$ cat src/rtl/cim_addr_gen_if.sv
// rtl/cim_addr_gen_if.sv - address beat stream between the CIM address generator and its consumer
//
// Purpose: carries one bank/word address beat per valid/ready handshake.
// Ports (signals):
//   addr_valid  generator -> consumer  beat available
//   addr_ready  consumer -> generator  beat accepted when high with addr_valid
//   bank_sel    generator -> consumer  bank index of the beat
//   bank_addr   generator -> consumer  in-bank word address of the beat
//   half_sel    generator -> consumer  0 = first half, 1 = second half of a double-width element
//   elem_idx    generator -> consumer  element index the beat belongs to
// Modports: master (generator side), slave (consumer side).
interface cim_addr_gen_if #(
   parameter int BANK_W  = 2,
   parameter int BADDR_W = 14,
   parameter int LEN_W   = 7
);
   logic               addr_valid;
   logic               addr_ready;
   logic [BANK_W-1:0]  bank_sel;
   logic [BADDR_W-1:0] bank_addr;
   logic               half_sel;
   logic [LEN_W-1:0]   elem_idx;

   modport master (
      output addr_valid, bank_sel, bank_addr, half_sel, elem_idx,
      input  addr_ready
   );

   modport slave (
      input  addr_valid, bank_sel, bank_addr, half_sel, elem_idx,
      output addr_ready
   );
endinterface

$ cat src/rtl/cim_addr_gen.sv
// rtl/cim_addr_gen.sv - strided bank/word address walker for a banked CIM memory
//
// Purpose: walks len elements starting at base_addr with a fixed stride over a
// flat space of NUM_BANKS*BANK_SIZE_NUM_WORD words, emitting each address as a
// (bank, in-bank word) pair. Double-width elements take two consecutive words.
// Optional feature macro: CIM_ADDR_GEN_DOUBLE_WIDTH_EN enables the width input;
// without it every walk is single width and half_sel is tied 0.
// Ports:
//   clk, rst         clock, asynchronous active-high reset
//   start            one-cycle walk request, honoured only when idle
//   clear            synchronous abort back to idle, no done pulse
//   base_addr        flat start address
//   stride           flat increment between elements
//   len              number of elements (0 gives an immediate done)
//   width            0 = single width, 1 = double width
//   busy             high while the walk is running
//   done             one-cycle pulse after the walk completes
//   beat             address beat stream (master side)
module cim_addr_gen #(
   parameter int NUM_BANKS          = 4,
   parameter int BANK_SIZE_NUM_WORD = 14336,
   parameter int LEN_W              = 7,
   localparam int ADDR_W  = $clog2(NUM_BANKS*BANK_SIZE_NUM_WORD),
   localparam int BANK_W  = (NUM_BANKS > 1) ? $clog2(NUM_BANKS) : 1,
   localparam int BADDR_W = $clog2(BANK_SIZE_NUM_WORD)
) (
   input  logic              clk,
   input  logic              rst,
   input  logic              start,
   input  logic              clear,
   input  logic [ADDR_W-1:0] base_addr,
   input  logic [ADDR_W-1:0] stride,
   input  logic [LEN_W-1:0]  len,
   input  logic              width,
   output logic              busy,
   output logic              done,
   cim_addr_gen_if.master    beat
);
   localparam logic [1:0] S_IDLE = 2'd0;
   localparam logic [1:0] S_RUN  = 2'd1;
   localparam logic [1:0] S_DONE = 2'd2;

   localparam int unsigned TOTAL = NUM_BANKS * BANK_SIZE_NUM_WORD;
   localparam int unsigned BSZ   = BANK_SIZE_NUM_WORD;
   localparam logic [BADDR_W:0] BSZ_W = (BADDR_W+1)'(BANK_SIZE_NUM_WORD);
   localparam logic [BANK_W:0]  NB_W  = (BANK_W+1)'(NUM_BANKS);

   // Splits a flat address into (bank, word). Only used when latching a new
   // walk, so the constant divide never sits between a register and an output.
   function automatic logic [BANK_W+BADDR_W-1:0] split(input logic [ADDR_W-1:0] flat);
      int unsigned m;
      m = 32'(flat) % TOTAL;
      split = {BANK_W'(m / BSZ), BADDR_W'(m % BSZ)};
   endfunction

   // Adds two (bank, word) pairs modulo the whole memory: one conditional
   // subtract per field is enough because both operands are already reduced.
   function automatic logic [BANK_W+BADDR_W-1:0] add_pair(
      input logic [BANK_W-1:0]  b,
      input logic [BADDR_W-1:0] o,
      input logic [BANK_W-1:0]  sb,
      input logic [BADDR_W-1:0] so
   );
      logic [BADDR_W:0] os;
      logic [BANK_W:0]  bs;
      os = {1'b0, o} + {1'b0, so};
      bs = {1'b0, b} + {1'b0, sb};
      if (os >= BSZ_W) begin
         os = os - BSZ_W;
         bs = bs + (BANK_W+1)'(1);
      end
      if (bs >= NB_W) bs = bs - NB_W;
      add_pair = {BANK_W'(bs), BADDR_W'(os)};
   endfunction

   logic [1:0]         state_q;
   logic [BANK_W-1:0]  sbank_q, ebank_q, obank_q;
   logic [BADDR_W-1:0] soff_q, eoff_q, ooff_q;
   logic [LEN_W-1:0]   len_q, idx_q;
   logic               width_q, half_q;

   logic [BANK_W+BADDR_W-1:0] base_split, stride_split, next_elem, next_half;
   logic accept, last_beat, width_eff;

   assign base_split   = split(base_addr);
   assign stride_split = split(stride);
   // e*_q hold the first word of the current element; o*_q is the beat on the bus.
   assign next_elem    = add_pair(ebank_q, eoff_q, sbank_q, soff_q);
   assign next_half    = add_pair(ebank_q, eoff_q, '0, BADDR_W'(1));
   assign accept       = (state_q == S_RUN) && beat.addr_ready;
   assign last_beat    = (idx_q == len_q - LEN_W'(1)) && (!width_q || half_q);

`ifdef CIM_ADDR_GEN_DOUBLE_WIDTH_EN
   assign width_eff     = width;
   assign beat.half_sel = half_q;
`else
   logic unused_width;
   assign unused_width  = width;
   assign width_eff     = 1'b0;
   assign beat.half_sel = 1'b0;
`endif

   assign beat.addr_valid = (state_q == S_RUN);
   assign beat.bank_sel   = obank_q;
   assign beat.bank_addr  = ooff_q;
   assign beat.elem_idx   = idx_q;
   assign busy            = (state_q == S_RUN);
   assign done            = (state_q == S_DONE);

   always_ff @(posedge clk or posedge rst) begin
      if (rst) begin
         state_q <= S_IDLE;
         sbank_q <= '0;
         soff_q  <= '0;
         ebank_q <= '0;
         eoff_q  <= '0;
         obank_q <= '0;
         ooff_q  <= '0;
         len_q   <= '0;
         idx_q   <= '0;
         width_q <= 1'b0;
         half_q  <= 1'b0;
      end else if (clear) begin
         state_q <= S_IDLE;
         half_q  <= 1'b0;
      end else begin
         case (state_q)
            S_IDLE: begin
               if (start) begin
                  len_q              <= len;
                  width_q            <= width_eff;
                  {sbank_q, soff_q}  <= stride_split;
                  {ebank_q, eoff_q}  <= base_split;
                  {obank_q, ooff_q}  <= base_split;
                  idx_q              <= '0;
                  half_q             <= 1'b0;
                  state_q            <= (len == '0) ? S_DONE : S_RUN;
               end
            end
            S_RUN: begin
               if (accept) begin
                  if (last_beat) begin
                     state_q <= S_DONE;
                  end else if (width_q && !half_q) begin
                     {obank_q, ooff_q} <= next_half;
                     half_q            <= 1'b1;
                  end else begin
                     {ebank_q, eoff_q} <= next_elem;
                     {obank_q, ooff_q} <= next_elem;
                     idx_q             <= idx_q + LEN_W'(1);
                     half_q            <= 1'b0;
                  end
               end
            end
            S_DONE:  state_q <= S_IDLE;
            default: state_q <= S_IDLE;
         endcase
      end
   end
endmodule

$ cat src/flat_wrapper.sv
// flat-port wrapper written by rule: the top's interface ports become plain ports
module cim_addr_gen_flat 
#(
   parameter int NUM_BANKS          = 4,
   parameter int BANK_SIZE_NUM_WORD = 14336,
   parameter int LEN_W              = 7,
   localparam int ADDR_W  = $clog2(NUM_BANKS*BANK_SIZE_NUM_WORD),
   localparam int BANK_W  = (NUM_BANKS > 1) ? $clog2(NUM_BANKS) : 1,
   localparam int BADDR_W = $clog2(BANK_SIZE_NUM_WORD)
)
  (clk, rst, start, clear, base_addr, stride, len, width, busy, done, beat_addr_valid, beat_bank_sel, beat_bank_addr, beat_half_sel, beat_elem_idx, beat_addr_ready);
  cim_addr_gen_if #(.BANK_W(2), .BADDR_W(14), .LEN_W(LEN_W)) beat_i ();
  input  logic clk;
  input  logic rst;
  input  logic start;
  input  logic clear;
  input  logic [ADDR_W-1:0] base_addr;
  input  logic [ADDR_W-1:0] stride;
  input  logic [LEN_W-1:0] len;
  input  logic width;
  output logic busy;
  output logic done;
  output wire logic [$bits(beat_i.addr_valid)-1:0] beat_addr_valid;
  output wire logic [$bits(beat_i.bank_sel)-1:0] beat_bank_sel;
  output wire logic [$bits(beat_i.bank_addr)-1:0] beat_bank_addr;
  output wire logic [$bits(beat_i.half_sel)-1:0] beat_half_sel;
  output wire logic [$bits(beat_i.elem_idx)-1:0] beat_elem_idx;
  input wire logic [$bits(beat_i.addr_ready)-1:0] beat_addr_ready;
  assign beat_addr_valid = beat_i.addr_valid;
  assign beat_bank_sel = beat_i.bank_sel;
  assign beat_bank_addr = beat_i.bank_addr;
  assign beat_half_sel = beat_i.half_sel;
  assign beat_elem_idx = beat_i.elem_idx;
  assign beat_i.addr_ready = beat_addr_ready;
  cim_addr_gen #(.NUM_BANKS(NUM_BANKS), .BANK_SIZE_NUM_WORD(BANK_SIZE_NUM_WORD), .LEN_W(LEN_W)) u_core (.clk(clk), .rst(rst), .start(start), .clear(clear), .base_addr(base_addr), .stride(stride), .len(len), .width(width), .busy(busy), .done(done), .beat(beat_i));
endmodule
$ cat config.mk
export PLATFORM = sky130hd
export DESIGN_NAME = cim_addr_gen_flat
export DESIGN_NICKNAME = d
export VERILOG_FILES = /design/src/rtl/cim_addr_gen_if.sv /design/src/rtl/cim_addr_gen.sv /design/src/flat_wrapper.sv
export SDC_FILE = /design/constraint.sdc
export NUM_CORES = 1
export LEC_CHECK = 0
export CAP_MARGIN = 20
export CORE_ASPECT_RATIO = 1.4
export CORE_MARGIN = 2
export CORE_UTILIZATION = 39
export DETAILED_ROUTE_END_ITERATION = 10
export GPL_TIMING_DRIVEN = 0
export PLACE_DENSITY_LB_ADDON = 0.08
export REMOVE_ABC_BUFFERS = 1
export SLEW_MARGIN = 15
export SYNTH_ARGS = -nofsm -noshare
export SYNTH_HDL_FRONTEND = slang
export SYNTH_SLANG_ARGS = --single-unit
$ cat constraint.sdc
create_clock -name clk -period 4.01 [get_ports clk]
set_input_delay 0.802 -clock clk [delete_from_list [all_inputs] [get_ports clk]]
set_output_delay 0.802 -clock clk [all_outputs]
set_load 0.05 [all_outputs]
Word-level counts from Yosys, hierarchy flattened:

Cells that the tools add are included.

* register bits: 48
* bits of input ports: 45
* logic and storage cells: 60
* output and inout port bits: 27

* mux-type cells: 21
* eq/ne operators: 9
* magnitude comparators: 2
* reduce and logical (&&, ||, !) cells: 7
* bitwise gates (word level): 1
* add/sub/neg operators: 7
* div/mod/pow operators: 6

Operator list (count)
* 32-bit by 14-bit divider with 32-bit output (second input constant): 2
* 16-bit by 16-bit remainder unit with 32-bit output (second input constant): 2
* 32-bit by 14-bit remainder unit with 32-bit output (second input constant): 2
* 14-bit two-way mux: 4
* 14-bit case mux with 2 select lines: 1
* 7-bit two-way mux: 3
* 2-bit two-way mux: 9
* 14-bit by 14-bit adder with 15-bit output: 1
* 15-bit by 14-bit >= comparator with 1-bit output (second input constant): 1
* 7-bit case mux with 2 select lines: 1
* 14-bit subtractor (second input constant): 1
* 2-bit case mux with 2 select lines: 2
* 7-bit by 1-bit adder with 7-bit output (second input constant): 1
* 7-bit == test: 1
* 7-bit zero test: 1
* 7-bit by 1-bit subtractor with 7-bit output (second input constant): 1
* 3-bit by 2-bit != test with 1-bit output (second input constant): 2
* 3-bit AND reduction: 2
* 5-bit AND reduction: 1
* 2-bit != test (second input constant): 2
* 2-bit by 2-bit adder with 3-bit output: 1
* 3-bit by 1-bit adder with 3-bit output (second input constant): 1
* 3-bit >= comparator (second input constant): 1
* 3-bit two-way mux: 1
* 9 further kinds: 9

Longest topological paths before layout:

Gate-level depths: netlist (run 1).

* word-level depth: 8
* gate-level depth with buffers: 14
* gate-level depth less buffers: 14

Worst setup path before layout (run 1):

OpenSTA, ideal clock, no wires.

* kind: register to register
* from: reg u_core.eoff_q[0]
* to: reg u_core.ebank_q[1]
* path slack: 409 ps
* path buffers: 0
* period minus slack after synthesis: 3601 ps
* library setup time: 126 ps
* required time: 3884 ps
* cell stages (with the launch flop): 15
* arrival time: 3475 ps
* cells stage by stage: dfrtp_1 ha_1 inv_1 fa_1 nor2b_1 o2111ai_2 a311oi_1 or4_1 nand3_1 ha_1 and2_1 a22oi_1 a21bo_1 xnor2_1 a221o_1

* longest elaborated chain between the ends: 8
* elaborated cells on any way between the ends: 9
* classes of those cells: 2 x add/sub; 2 x order compare; 5 x mux

Ends and longest elaborated chain
* start, declared: line cim_addr_gen.sv:78 `logic [BADDR_W-1:0] soff_q, eoff_q, ooff_q;`
* start signal, assigned: line cim_addr_gen.sv:133 `{ebank_q, eoff_q} <= base_split;`
* start signal, assigned: line cim_addr_gen.sv:148 `{ebank_q, eoff_q} <= next_elem;`
* 14-bit by 14-bit adder with 15-bit output (*): line cim_addr_gen.sv:66 `os = {1'b0, o} + {1'b0, so};`
* 15-bit by 14-bit >= comparator with 1-bit output (*): line cim_addr_gen.sv:68 `if (os >= BSZ_W) begin`
* 3-bit two-way mux (*): line cim_addr_gen.sv:68
* 3-bit >= comparator or 2-bit by 1-bit subtractor with 2-bit output (tied branches): line cim_addr_gen.sv:72 `if (bs >= NB_W) bs = bs - NB_W;`
* 2-bit two-way mux (*): line cim_addr_gen.sv:72
* 2-bit two-way mux (*) (2 in a row)
* 2-bit case mux with 2 select lines (*)
* end signal, assigned: line cim_addr_gen.sv:133
* end signal, assigned: line cim_addr_gen.sv:148
* end, declared: line cim_addr_gen.sv:77 `logic [BANK_W-1:0] sbank_q, ebank_q, obank_q;`

Every way passes the cells marked *; elsewhere a longest branch is shown, timed or not. The select of a mux whose other input is x is not followed.
A chain may end at the register's enable or synchronous reset.

Final worst setup path (run 1):

* from: reg u_core.state_q[0]
* to: out beat_addr_valid

* longest elaborated chain between the ends: 1

Ends and longest elaborated chain
* start, declared: line cim_addr_gen.sv:76 `logic [1:0] state_q;`
* start signal, assigned: line cim_addr_gen.sv:137 `state_q <= (len == '0) ? S_DONE : S_RUN;`
* 2-bit by 1-bit == test with 1-bit output: line cim_addr_gen.sv:103 `assign beat.addr_valid = (state_q == S_RUN);`
* end, declared: line flat_wrapper.sv:23 `output wire logic [$bits(beat_i.addr_valid)-1:0] beat_addr_valid;`

No other way between the ends.

==> results.md, run 1 <==
- The run finished with clean final reports.
- The type of the worst min-delay path is reg -> reg.
- The post-cts gate resize count is 0.
- The iteration-0 DRC count of the detailed router is 118.
- The upper clock frequency limit is 269 MHz.
- The initial antenna violation count is 0.
- The analysis attributes to cell leakage a power of 1.87 nW.
- The instance count of the mapped netlist is 405.
- The filler-free cell count of the finished design is 579.
- The combined global-route utilization of all metal layers is 18.5%.
- Of all nets on the critical path, the largest fanout is 24.
- The count of flip-flops with a built-in enable after synthesis is 0.
- In the final routed layout, each cell accounts on average for 15.2 microns.
- The number of violations of the max-capacitance limit is 0.
- The CTS buffer count is 5.
- The clock slew at the register clock pins of the worst setup and hold paths is 70 ps.
- Counting distinct cell types in the post-synthesis netlist gives 69.
- The sequential element share of the synthesized area is 33.4%.
- The cell count after placement is 571.
- The pin count of the biggest net entering global routing is 34.
- In the finished design, the share of the clock period the worst path needs comes to 92.8%.
- The final setup slack of the worst path is 287 ps.
- In this run the core area contains 41 standard-cell rows.
- Across all layers, the routed design uses 3198 vias.
- The mean cell area of the mapped netlist is 8.88 sq um.
- The layout cell share with drive strength beyond 1 is 11.0%.
- The element type at the critical path start is a flip-flop.
- Port buffering added 69 buffers.
- The count of antenna diodes in the layout is 0.
- Once the clock tree was built, the setup fixing pass inserted 0 buffers.
- The setup slack after placement is 381 ps.
- The clock passes through at most 2 buffers.
- The final-report hold violation count is 0.
- The post-detailed-placement cell area is 4380 sq um.
- The starting density of the core is 40.0%.
- In the post-synthesis netlist, the biggest area contributors are dfrtp_1 33%, ha_1 7.0%, mux2_2 5.0%.
- On the critical path the largest part of the delay comes from buffers and inverters.
- The number of global-route vias before repair came to 3139.
- Hold repair after CTS inserted 0 buffers.
- The net count of the finished layout is 537.
- The first global-routing pass estimated 15.2 mm of wire.
- The average via count per standard cell is 5.52.
- The first detailed-routing pass ran for 5 iterations.
- In this run, synthesis produced a sequential element count of 48.
- TritonCTS built the clock tree.
- The critical path's largest stage delay is 910 ps.
- Data on the critical path arrives at its endpoint at 2920 ps.
- The final count of pins violating max slew was 0.
- For the worst setup path, the data required time is 3210 ps.
- The dominant register cell in the synthesized netlist is dfrtp_1.
- The top cell type by total area after synthesis is dfrtp_1.
- The clock period could shrink to 3720 ps.
- CTS built an H-tree with a depth of 2.
- The number of design rule violations left after detail routing is 0.
- The final instance area is 4530 sq um.
- By count the netlist is led by 48 x dfrtp_1, 39 x nand2_1, 37 x nor2_1.
- After floorplanning, the core was sized to cover 8980 sq um.
- Among all cell types in the netlist, the one instantiated most often is dfrtp_1.
- The height of the die is 118 microns.
- Setup repair after global routing left no endpoint under its margin.
- Clock tree synthesis selected as its root buffer the cell clkbuf_16.
- Headroom to the max-slew limit came out at 35.0%.
- The cell area power density is 647 nW/um^2.
- 72 I/O pins were placed.
- The layout overhead on the synthesized area is 26.1%.
- Together, buffers and inverters on the worst path number 2.
- In this run the biggest area consumer among cell types represents 33.4% of the synthesized area.
- The slowest stage of the critical path belongs to the cell clkdlybuf4s50_1.
- Setup violations remaining at the end of the flow were counted as 0.
- The worst setup path is captured at an output pin.
- The floorplan step set the die width to 85.1 microns.
- The leftover overflow at the end of global routing is 0.
- Walking the worst path, the cells encountered are nand2b_1 -> inv_1 -> clkdlybuf4s50_1.
- Between clock sinks in the finished design, the worst skew comes to 11.2 ps.
- VDD sags by at most 0.316 mV.
- The floorplan step defined a die boundary enclosing 10000 sq um.
- The yosys synthesis warning count is 0.
- The sum of routed wire length over all layers is 8.77 mm.
- The actual slew at the worst max-slew pin is 974 ps.
- The congestion estimate from routability-driven global placement came to 0.840.
- The tree built by TritonCTS fans out to 48 sinks.
- The proportion of synthesized flip-flops having asynchronous set or reset is 100%.
- The latest clock arrival within the worst-skew pair is 300 ps.
- The number of nets with antenna violations after detailed routing is 0.
- The layout filler cell count is 883.
- After synthesis the cells add up to 3590 sq um.
- The worst setup path is of the reg -> out kind.
- The wire-length estimate of the detail-placed layout is 6.69 mm.
[per-layer routing]
| metal | global-route usage (%) | up-vias | routed length, microns |
|---|---|---|---|
| li1 | - | 1624 | - |
| met1 | 23.3 | 1516 | 3860 |
| met2 | 32.1 | 51 | 4460 |
| met3 | 2.66 | 7 | 303 |
| met4 | 5.56 | 0 | 142 |
| met5 | 0 | - | 0 |
[path summary, 6_finish.rpt]
path,start,depth (start not counted),endpoint,slack (ps)
worst max-delay path,u_core.state_q[0]$_DFFE_PP0P_,3,beat_addr_valid,290
max in group asynchronous,rst,3,u_core.soff_q[12]$_DFFE_PP0P_,2650
worst min register to register,u_core.sbank_q[1]$_DFFE_PP0P_,1,u_core.sbank_q[1]$_DFFE_PP0P_,500
min in group asynchronous,rst,2,u_core.eoff_q[0]$_DFFE_PP0P_,830
worst min-delay path,u_core.sbank_q[1]$_DFFE_PP0P_,1,u_core.sbank_q[1]$_DFFE_PP0P_,500
worst max register to register,u_core.eoff_q[0]$_DFFE_PP0P_,14,u_core.ebank_q[1]$_DFFE_PP0P_,390
[kinds of logic (layout without fill, tap and decap cells)]
kind of cell,count (synthesis),after routing,synth area share (%)
and+or+nand+nor,144,144,21.1
AOI/OAI and AO/OA,120,120,22.3
DFF,48,48,33.4
buffers and inverters,32,99,4.80
adders and majority gates,21,21,7.52
muxes,20,20,6.13
xor gates and xnor gates,19,19,4.63
other,1,1,0.104
[sequential cells by signal, summed over array words and instances, names as in the netlist]
name and cells:
u_core.eoff_q 14, u_core.soff_q 14, u_core.beat.elem_idx 7, u_core.len_q 7, u_core.ebank_q 2, u_core.sbank_q 2, u_core.state_q 2
[report_power, final]
| part | switching, mW | leakage, nW | internal [mW] |
|---|---|---|---|
| sequential | 0.112 | 0.576 | 0.597 |
| clock | 0.201 | 0.0660 | 0.233 |
| combinational | 1.05 | 1.23 | 0.742 |
[cell type report]
class,instances,area (sq um),area share [%]
flip-flops and latches,48,1200,26.5
clock inverters,3,23.8,0.524
repair buffers,75,743,16.4
inverters,16,72.6,1.60
multi-input cells,325,2230,49.3
well taps,107,134,2.95
clock buffers,5,125,2.76
[worst reg2reg max path, stage by stage, from the launching register on]
cell and delay, ps:
dfrtp_1 370, ha_1 220, inv_1 70, fa_1 400, nor2b_1 230, o2111ai_2 220
a311oi_2 340, or4_1 160, nand3_1 180, ha_1 320, and2_1 170, a22oi_1 150
a21bo_1 250, xnor2_1 130, a221o_1 290
[metrics by stage]
stage / TNS (ps) / total power, mW / util [%] / hold WS, ps
after floorplan: -8020 / 2.04 / - / 468
after global placement: -82700 / 2.48 / 48.1 / 485
after detailed placement: 0 / 2.50 / 48.8 / 487
after CTS: 0 / 2.95 / 50.4 / 502
after global routing: 0 / 3.18 / 50.5 / 519
final: 0 / 2.93 / 50.5 / 500
[layout by cell type (no fill, tap or decap), types with 8 or more instances in the layout]
| cell type | n |
|---|---|
| nor3_1 | 10 |
| a21o_1 | 8 |
| o21ai_0 | 28 |
| dfrtp_1 | 48 |
| inv_1 | 14 |
| clkdlybuf4s50_1 | 69 |
| nand2_1 | 39 |
| a21oi_1 | 26 |
| ha_1 | 20 |
| mux2_2 | 16 |
| xnor2_1 | 10 |
| nand3_1 | 13 |
| nor2_1 | 37 |
| a31oi_1 | 15 |
| xor2_1 | 9 |
Power figures use the tool's default switching activity.
==> inputs of run 2 (changes only) <==
--- a/config.mk
+++ b/config.mk
@@ -5,6 +5,7 @@
 export SDC_FILE = /design/constraint.sdc
 export NUM_CORES = 1
 export LEC_CHECK = 0
+export ABC_CLOCK_PERIOD_IN_PS = 4010
 export CAP_MARGIN = 20
 export CORE_ASPECT_RATIO = 1.4
 export CORE_MARGIN = 2
@@ -13,7 +14,6 @@
 export GPL_TIMING_DRIVEN = 0
 export PLACE_DENSITY_LB_ADDON = 0.08
 export REMOVE_ABC_BUFFERS = 1
-export SLEW_MARGIN = 15
 export SYNTH_ARGS = -nofsm -noshare
 export SYNTH_HDL_FRONTEND = slang
 export SYNTH_SLANG_ARGS = --single-unit
==> run 2 against run 1 <==
Register-to-register slack barely moved. Cell area grew 1.4%. Maximum frequency decreased by 0.76%. Critical endpoint unchanged. Critical path type unchanged. Count of clock-buffer cells in the layout did not move.
==> results.md, run 2 (synthesized netlist as in run 1, its figures left out) <==
- Relative to the synthesized area, the layout overhead comes to 27.9%.
- The clock drives 48 sinks.
- The die covers 10000 sq um.
- By startpoint and endpoint, the worst setup path is classified as reg -> out.
- Power comes to 3.12 mW.
- The combinational power share is 57.7%.
- The congestion estimate from routability-driven global placement came to 0.840.
- The average via count per standard cell is 5.53.
- Summed over all nets, the half-perimeter wirelength after detailed placement is 6.60 mm.
- The endpoint class of the critical path is an output pin.
- The worst-case vdd ir drop is 0.316 mV.
- Counting tap cells, the placed design contains a total of 570 instances.
- The element type at the critical path start is a flip-flop.
- The critical path goes through nand2b_1 -> inv_1 -> clkdlybuf4s50_1.
- The layout cell share with drive strength beyond 1 is 10.8%.
- Cells fill 51.2% of the core in the end.
- Row generation in the floorplan step produced 41 rows.
- The largest registers in the layout are u_core.eoff_q: 14 flops, u_core.soff_q: 14 flops.
- Once detail routing completed, the nets flagged for antenna violations numbered 0.
- The number of global-route vias before repair is 3089.
- The library cells used most frequently in the layout, excluding fill and tap cells, are 69 x clkdlybuf4s50_1, 48 x dfrtp_1, 39 x nand2_1.
- For this configuration, the core starts out at a cell density of 40.0%.
- After the last flow step, the layout net total stands at 536.
- The combined global-route utilization of all metal layers is 18.0%.
- The longest clock path from root to sink contains 2 buffers.
- The layout filler cell count is 857.
- The share of the cycle needed by the critical path after routing is 93.6%.
- After clock tree synthesis, the clock-pin slew on the worst setup and hold paths is 70 ps.
- Summed over all layers, the global routing overflow is 0.
- The filler-free cell count of the finished design is 578.
- The critical path's largest stage delay is 920 ps.
- The final count of negative-setup-slack endpoints is 0.
- The first-pass GRT wire length is 14.8 mm.
- The share of power burned in the clock network is 19.6%.
- The final count of pins violating max slew came to 0.
- 0 antenna diodes ended up in the layout.
- The flow ran to the end, and the final reports show no timing, DRC or antenna violations.
- The TritonCTS clock tree is done.
- The die width is 85.1 microns.
- The final-report hold violation count came to 0.
- The via count is 3195.
- Clock tree synthesis selected as its root buffer the cell clkbuf_16.
- Cell internal power was estimated by the tool at 1.76 mW.
- Setup total negative slack on the finished layout was measured at 0 ps.
- The iteration-0 DRC count of the detailed router is 116.
- The area of the core is 8980 sq um.
- The type of the worst min-delay path is reg -> reg.
- The initial antenna violation count is 0.
- Sequential cells account for 22.8% of the total power.
- In this run the count of I/O pins placed on the die edge is 72.
- For this design the static power due to leakage is 1.90 nW.
- The pre-antenna-repair detailed-routing pass consisted of 4 iterations.
- The library cell used most frequently in the layout, excluding fill and tap cells, is clkdlybuf4s50_1.
- At the pin with the least slew margin, the transition time is 989 ps.
- Across the run, the number of max-cap violations was 0.
- The worst pin sits at a relative slew slack of 34.1%.
- The final layout contains routed wiring with a total length of 8.79 mm.
- The pin count of the biggest net entering global routing is 34.
- The data arrival time at the worst-slack endpoint is 2950 ps.
- The largest driver fanout on the critical path is 24.
- The floorplan step set the die height to 118 microns.
- On the critical path, the stage with the largest delay is an instance of clkdlybuf4s50_1.
- Setup repair after global routing left no endpoint under its margin.
- The number of port buffers is 69.
- The required time at the endpoint of the critical path is 3210 ps.
- For this design the ratio of total power to cell area is 678 nW/um^2.
- The upper clock frequency limit is 267 MHz.
- The tightest hold path in the finished design has a slack of 499 ps.
- The smallest clock period supported by the final layout is computed as 3750 ps.
- The reported net switching power is 1.36 mW.
- The latest clock arrival within the worst-skew pair is 300 ps.
- In this run switching power makes up 43.5% of total power.
- The number of H-tree levels is 2.
- Dividing the detail-routed wire length by the instance count gives 15.2 microns.
- The CTS buffer count is 5.
- Clock skew on the completed layout was measured at 12.5 ps.
- In the routed design, unresolved DRC markers number 0.
-- run 2: cell count changes in the layout (fill, tap and decap cells not counted), sizes merged --
| cell | delta |
|---|---|
| buf | -1 |
| bufinv | +3 |
| clkinv | -1 |
| clkinvlp | -2 |
-- run 2: per-layer routing --
layer	vias up	GRT usage, %	wire [microns]	share of wire [%]
met2	45	31.5	4420	50
met3	12	2.73	252	2.9
met1	1520	22.5	3940	45
met4	0	5.46	173	2.0
met5	-	0	0	0
li1	1618	-	-	-
-- run 2: area by class of cell --
cell class / count / area, sq um / share of cell area, %
Clock buffer: 5 / 125 / 2.72
Clock inverter: 3 / 90.1 / 1.96
Inverter: 16 / 72.6 / 1.58
Multi-Input combinational cell: 325 / 2230 / 48.6
Sequential cell: 48 / 1200 / 26.1
Tap cell: 107 / 134 / 2.91
Timing Repair Buffer: 74 / 741 / 16.1
-- run 2: path summary, 6_finish.rpt --
kind,slack (ps),to,cells past startpoint,startpoint
max,260,beat_addr_valid,3,u_core.state_q[0]$_DFFE_PP0P_
min,500,u_core.sbank_q[1]$_DFFE_PP0P_,1,u_core.sbank_q[1]$_DFFE_PP0P_
max reg2reg,390,u_core.ebank_q[1]$_DFFE_PP0P_,14,u_core.eoff_q[0]$_DFFE_PP0P_
min reg2reg,500,u_core.sbank_q[1]$_DFFE_PP0P_,1,u_core.sbank_q[1]$_DFFE_PP0P_
max in group asynchronous,2640,u_core.eoff_q[7]$_DFFE_PP0P_,3,rst
min in group asynchronous,830,u_core.eoff_q[0]$_DFFE_PP0P_,2,rst
-- run 2: stage by stage --
step	instance area (sq um)	setup WS [ps]
6_report	4600	258
5_1_grt	4600	64.1
4_1_cts	4590	177
3_5_place_dp	4380	370
3_3_place_gp	4320	-3530
2_1_floorplan	3490	-583
-- run 2: power by group through the flow --
stage          Combinational [mW]  Clock (mW)  Sequential, mW
5_1_grt                      1.98       0.642           0.726
3_3_place_gp                 1.76           0           0.717
3_5_place_dp                 1.78           0           0.718
4_1_cts                      1.79       0.622           0.711
6_report                     1.80       0.610           0.710
2_1_floorplan                1.12           0           0.920
-- run 2: worst max-delay path: cells and delay by family (launching register included) --
kind          cells  cell delay [ps]
buf+inv           2             1600
flops             1              470
simple gates      1              570
-- run 2: timing repair --
action / in CTS / in global routing
buffers inserted: 0 / 0
setup endpoints to repair: 0 / 1
gates resized for setup: 0 / 1
hold buffers: 0 / 0
==> inputs of run 3 (changes only) <==
--- a/config.mk
+++ b/config.mk
@@ -9,7 +9,7 @@
 export CAP_MARGIN = 20
 export CORE_ASPECT_RATIO = 1.4
 export CORE_MARGIN = 2
-export CORE_UTILIZATION = 39
+export CORE_UTILIZATION = 46
 export DETAILED_ROUTE_END_ITERATION = 10
 export GPL_TIMING_DRIVEN = 0
 export PLACE_DENSITY_LB_ADDON = 0.08
==> run 3 against run 2 <==
Count of clock-buffer cells in the layout unchanged. Total power decreased by 11%. Cell count decreased by 1.2%. Critical path depth unchanged. First-iteration DRC count increased by 58%. Flip-flop and latch count unchanged. Routed wire length decreased by 4.3%. Core utilization increased by 7.0 points. Die area decreased by 15%. Critical path type unchanged. Critical endpoint is now busy.
==> results.md, run 3 (synthesized netlist as in run 1, its figures left out) <==
- The post-cts gate resize count is 0.
- After detailed routing, the number of vias per cell comes to 5.70.
- Net switching is 47.4% of the power.
- The count of standard-cell rows is 38.
- The number of design rule violations left after detail routing is 0.
- Clock tree synthesis inserted a total of 5 buffers.
- The number of search-and-repair iterations in the first detailed-routing pass is 4.
- Leaving out fill and tap cells, the most frequent cell in the layout is clkdlybuf4s50_1.
- After the last flow step, the layout net total stands at 536.
- The sequential power share is 25.6%.
- The TritonCTS clock tree is done.
- The buffers inserted during post-CTS setup optimization is 0.
- After layout, the worst path uses 91.6% of the clock period.
- The height of the die is 109 microns.
- Across the VDD grid, the largest voltage drop is 0.513 mV.
- Setup violations remaining at the end of the flow were counted as 0.
- The critical path in this run is classified as reg -> out.
- The number of global-route vias before repair is 3136.
- STA classifies the critical path endpoint as an output pin.
- After filler insertion, the fill cell instance count of the layout stands at 726.
- The post-layout total power is 2.77 mW.
- In this run the critical register-to-register path is launched from u_core.eoff_q[0]$_DFFE_PP0P_.
- The type of the worst min-delay path is reg -> reg.
- The combinational power share is 63.7%.
- Max-cap violations in this run came to 0.
- The hold buffer count at cts is 0.
- The final-report hold violation count came to 0.
- After the first detailed-routing iteration, the DRC count stood at 183.
- For the worst-skew pair, the clock arrives at the later sink with an insertion delay of 300 ps.
- The clock net in this run drives a total of 48 sinks.
- The required time at the endpoint of the critical path is 3210 ps.
- The area of the core is 7650 sq um.
- The layout overhead on the synthesized area is 24.0%.
- The element type at the critical path start is a flip-flop.
- At the end of routability-driven placement, the weighted congestion stood at 0.812.
- Summed over all nets, the switching power comes to 1.32 mW.
- The routed design has 8.41 mm of wire.
- The final setup TNS is 0 ps.
- The wire length per cell is 14.7 microns.
- Counting along the longest clock path gives a buffer depth of 2.
- The number of nets with antenna violations after detailed routing is 0.
- The clock arrives with 8.13 ps of skew.
- The floorplan step set the die width to 78.7 microns.
- Pin placement for this block handled 72 I/O pins.
- Cell internal power was estimated by the tool at 1.46 mW.
- The analysis attributes to cell leakage a power of 1.85 nW.
- The share of total power dissipated in the clock network is 10.8%.
- The upper clock frequency limit is 272 MHz.
- The HPWL after detailed placement is 6.43 mm.
- The initial antenna violation count is 0.
- After clock tree synthesis, the clock-pin slew on the worst setup and hold paths is 100 ps.
- The actual slew at the worst max-slew pin is 978 ps.
- The relative max-transition margin is 34.8%.
- The final core area utilization is 58.2%.
- In this run the power density over the cells is 622 nW/um^2.
- 0 antenna diodes ended up in the layout.
- The cell at the root of the clock tree is clkbuf_8.
- After layout, the minimum clock period comes to 3670 ps.
- The first element of the critical path is u_core.state_q[0]$_DFFE_PP0P_.
- The final route contains 3256 vias.
- The final count of pins violating max slew was 0.
- The largest driver fanout on the critical path is 24.
- Once the floorplan was initialized, standard cells occupied 47.0% of the core.
- Setup repair after global routing left no endpoint under its margin.
- The worst-case register-to-register setup slack is 360 ps.
- The clock tree synthesis step divided the H-tree into 2 levels.
- The largest registers in the layout are u_core.eoff_q: 14 flops, u_core.soff_q: 14 flops.
- The run finished with clean final reports.
- The leftover overflow at the end of global routing is 0.
- The number of port buffers is 69.
- The start point of the worst min-delay path is u_core.soff_q[2]$_DFFE_PP0P_.
- In the global route stage, overall resource usage came out at 20.6%.
- The data arrival time at the worst-slack endpoint is 2870 ps.
- The pin count of the biggest net entering global routing is 34.
- The first-pass GRT wire length is 14.2 mm.
- The die area is 8550 sq um.
- The post-route netlist has 10.6% of its cells at a drive strength greater than 1.
- In the layout the commonest cells are 69 x clkdlybuf4s50_1, 48 x dfrtp_1, 39 x nand2_1.
-- run 3: cell types whose count changed in the layout (fill, tap and decap cells not counted) --
cell / previous run / this run
clkbuf_8: 0 / 5
bufinv_16: 3 / 0
clkinv_2: 0 / 2
buf_6: 0 / 1
a311oi_2: 1 / 0
clkbuf_16: 5 / 0
clkinv_4: 0 / 1
a311oi_1: 3 / 4
buf_4: 4 / 3
-- run 3: worst max-delay path, stage by stage, from the launching register on --
cell and delay (ps):
dfrtp_1 480, nand2b_1 560, inv_1 620, clkdlybuf4s50_1 900
-- run 3: layer usage --
| metal | wire, microns | vias to the layer above | global-route usage (%) | share of wire, % |
|---|---|---|---|---|
| met4 | 176 | 0 | 6.27 | 2.1 |
| met3 | 280 | 16 | 2.84 | 3.3 |
| met5 | 0 | - | 0 | 0 |
| met2 | 4190 | 65 | 36.5 | 50 |
| li1 | - | 1614 | - | - |
| met1 | 3760 | 1561 | 25.9 | 45 |
-- run 3: final timing paths --
check	to	cells past startpoint
worst max-delay path	busy	3
worst min-delay path	u_core.soff_q[2]$_DFFE_PP0P_	1
worst max register to register	u_core.ebank_q[1]$_DFFE_PP0P_	14
worst min register to register	u_core.soff_q[2]$_DFFE_PP0P_	1
max in group asynchronous	u_core.eoff_q[5]$_DFFE_PP0P_	3
min in group asynchronous	u_core.state_q[1]$_DFFE_PP0P_	2
-- run 3: power by group through the flow --
stage | clock network [mW] | logic [mW] | registers (mW)
global placement | 0 | 1.73 | 0.715
global route | 0.334 | 1.94 | 0.727
CTS | 0.316 | 1.77 | 0.710
floorplan | 0 | 1.12 | 0.920
detailed placement | 0 | 1.76 | 0.719
finish | 0.299 | 1.77 | 0.708
-- run 3: layout make-up --
cell class	instances	area [sq um]	area share, %
Tap cell	100	125	2.81
Clock buffer	5	68.8	1.54
Inverter	16	72.6	1.63
Multi-Input combinational cell	325	2230	50.0
Sequential cell	48	1200	26.9
Clock inverter	3	18.8	0.421
Timing Repair Buffer	74	744	16.7
-- run 3: through the flow --
step | hold slack (ps) | instances | setup WS (ps) | instance area, sq um
after floorplan | 468 | 389 | -583 | 3490
after global placement | 492 | 558 | -3230 | 4310
after detailed placement | 496 | 563 | 427 | 4370
after CTS | 519 | 571 | 269 | 4460
after global routing | 530 | 571 | 108 | 4460
final | 519 | 571 | 337 | 4460
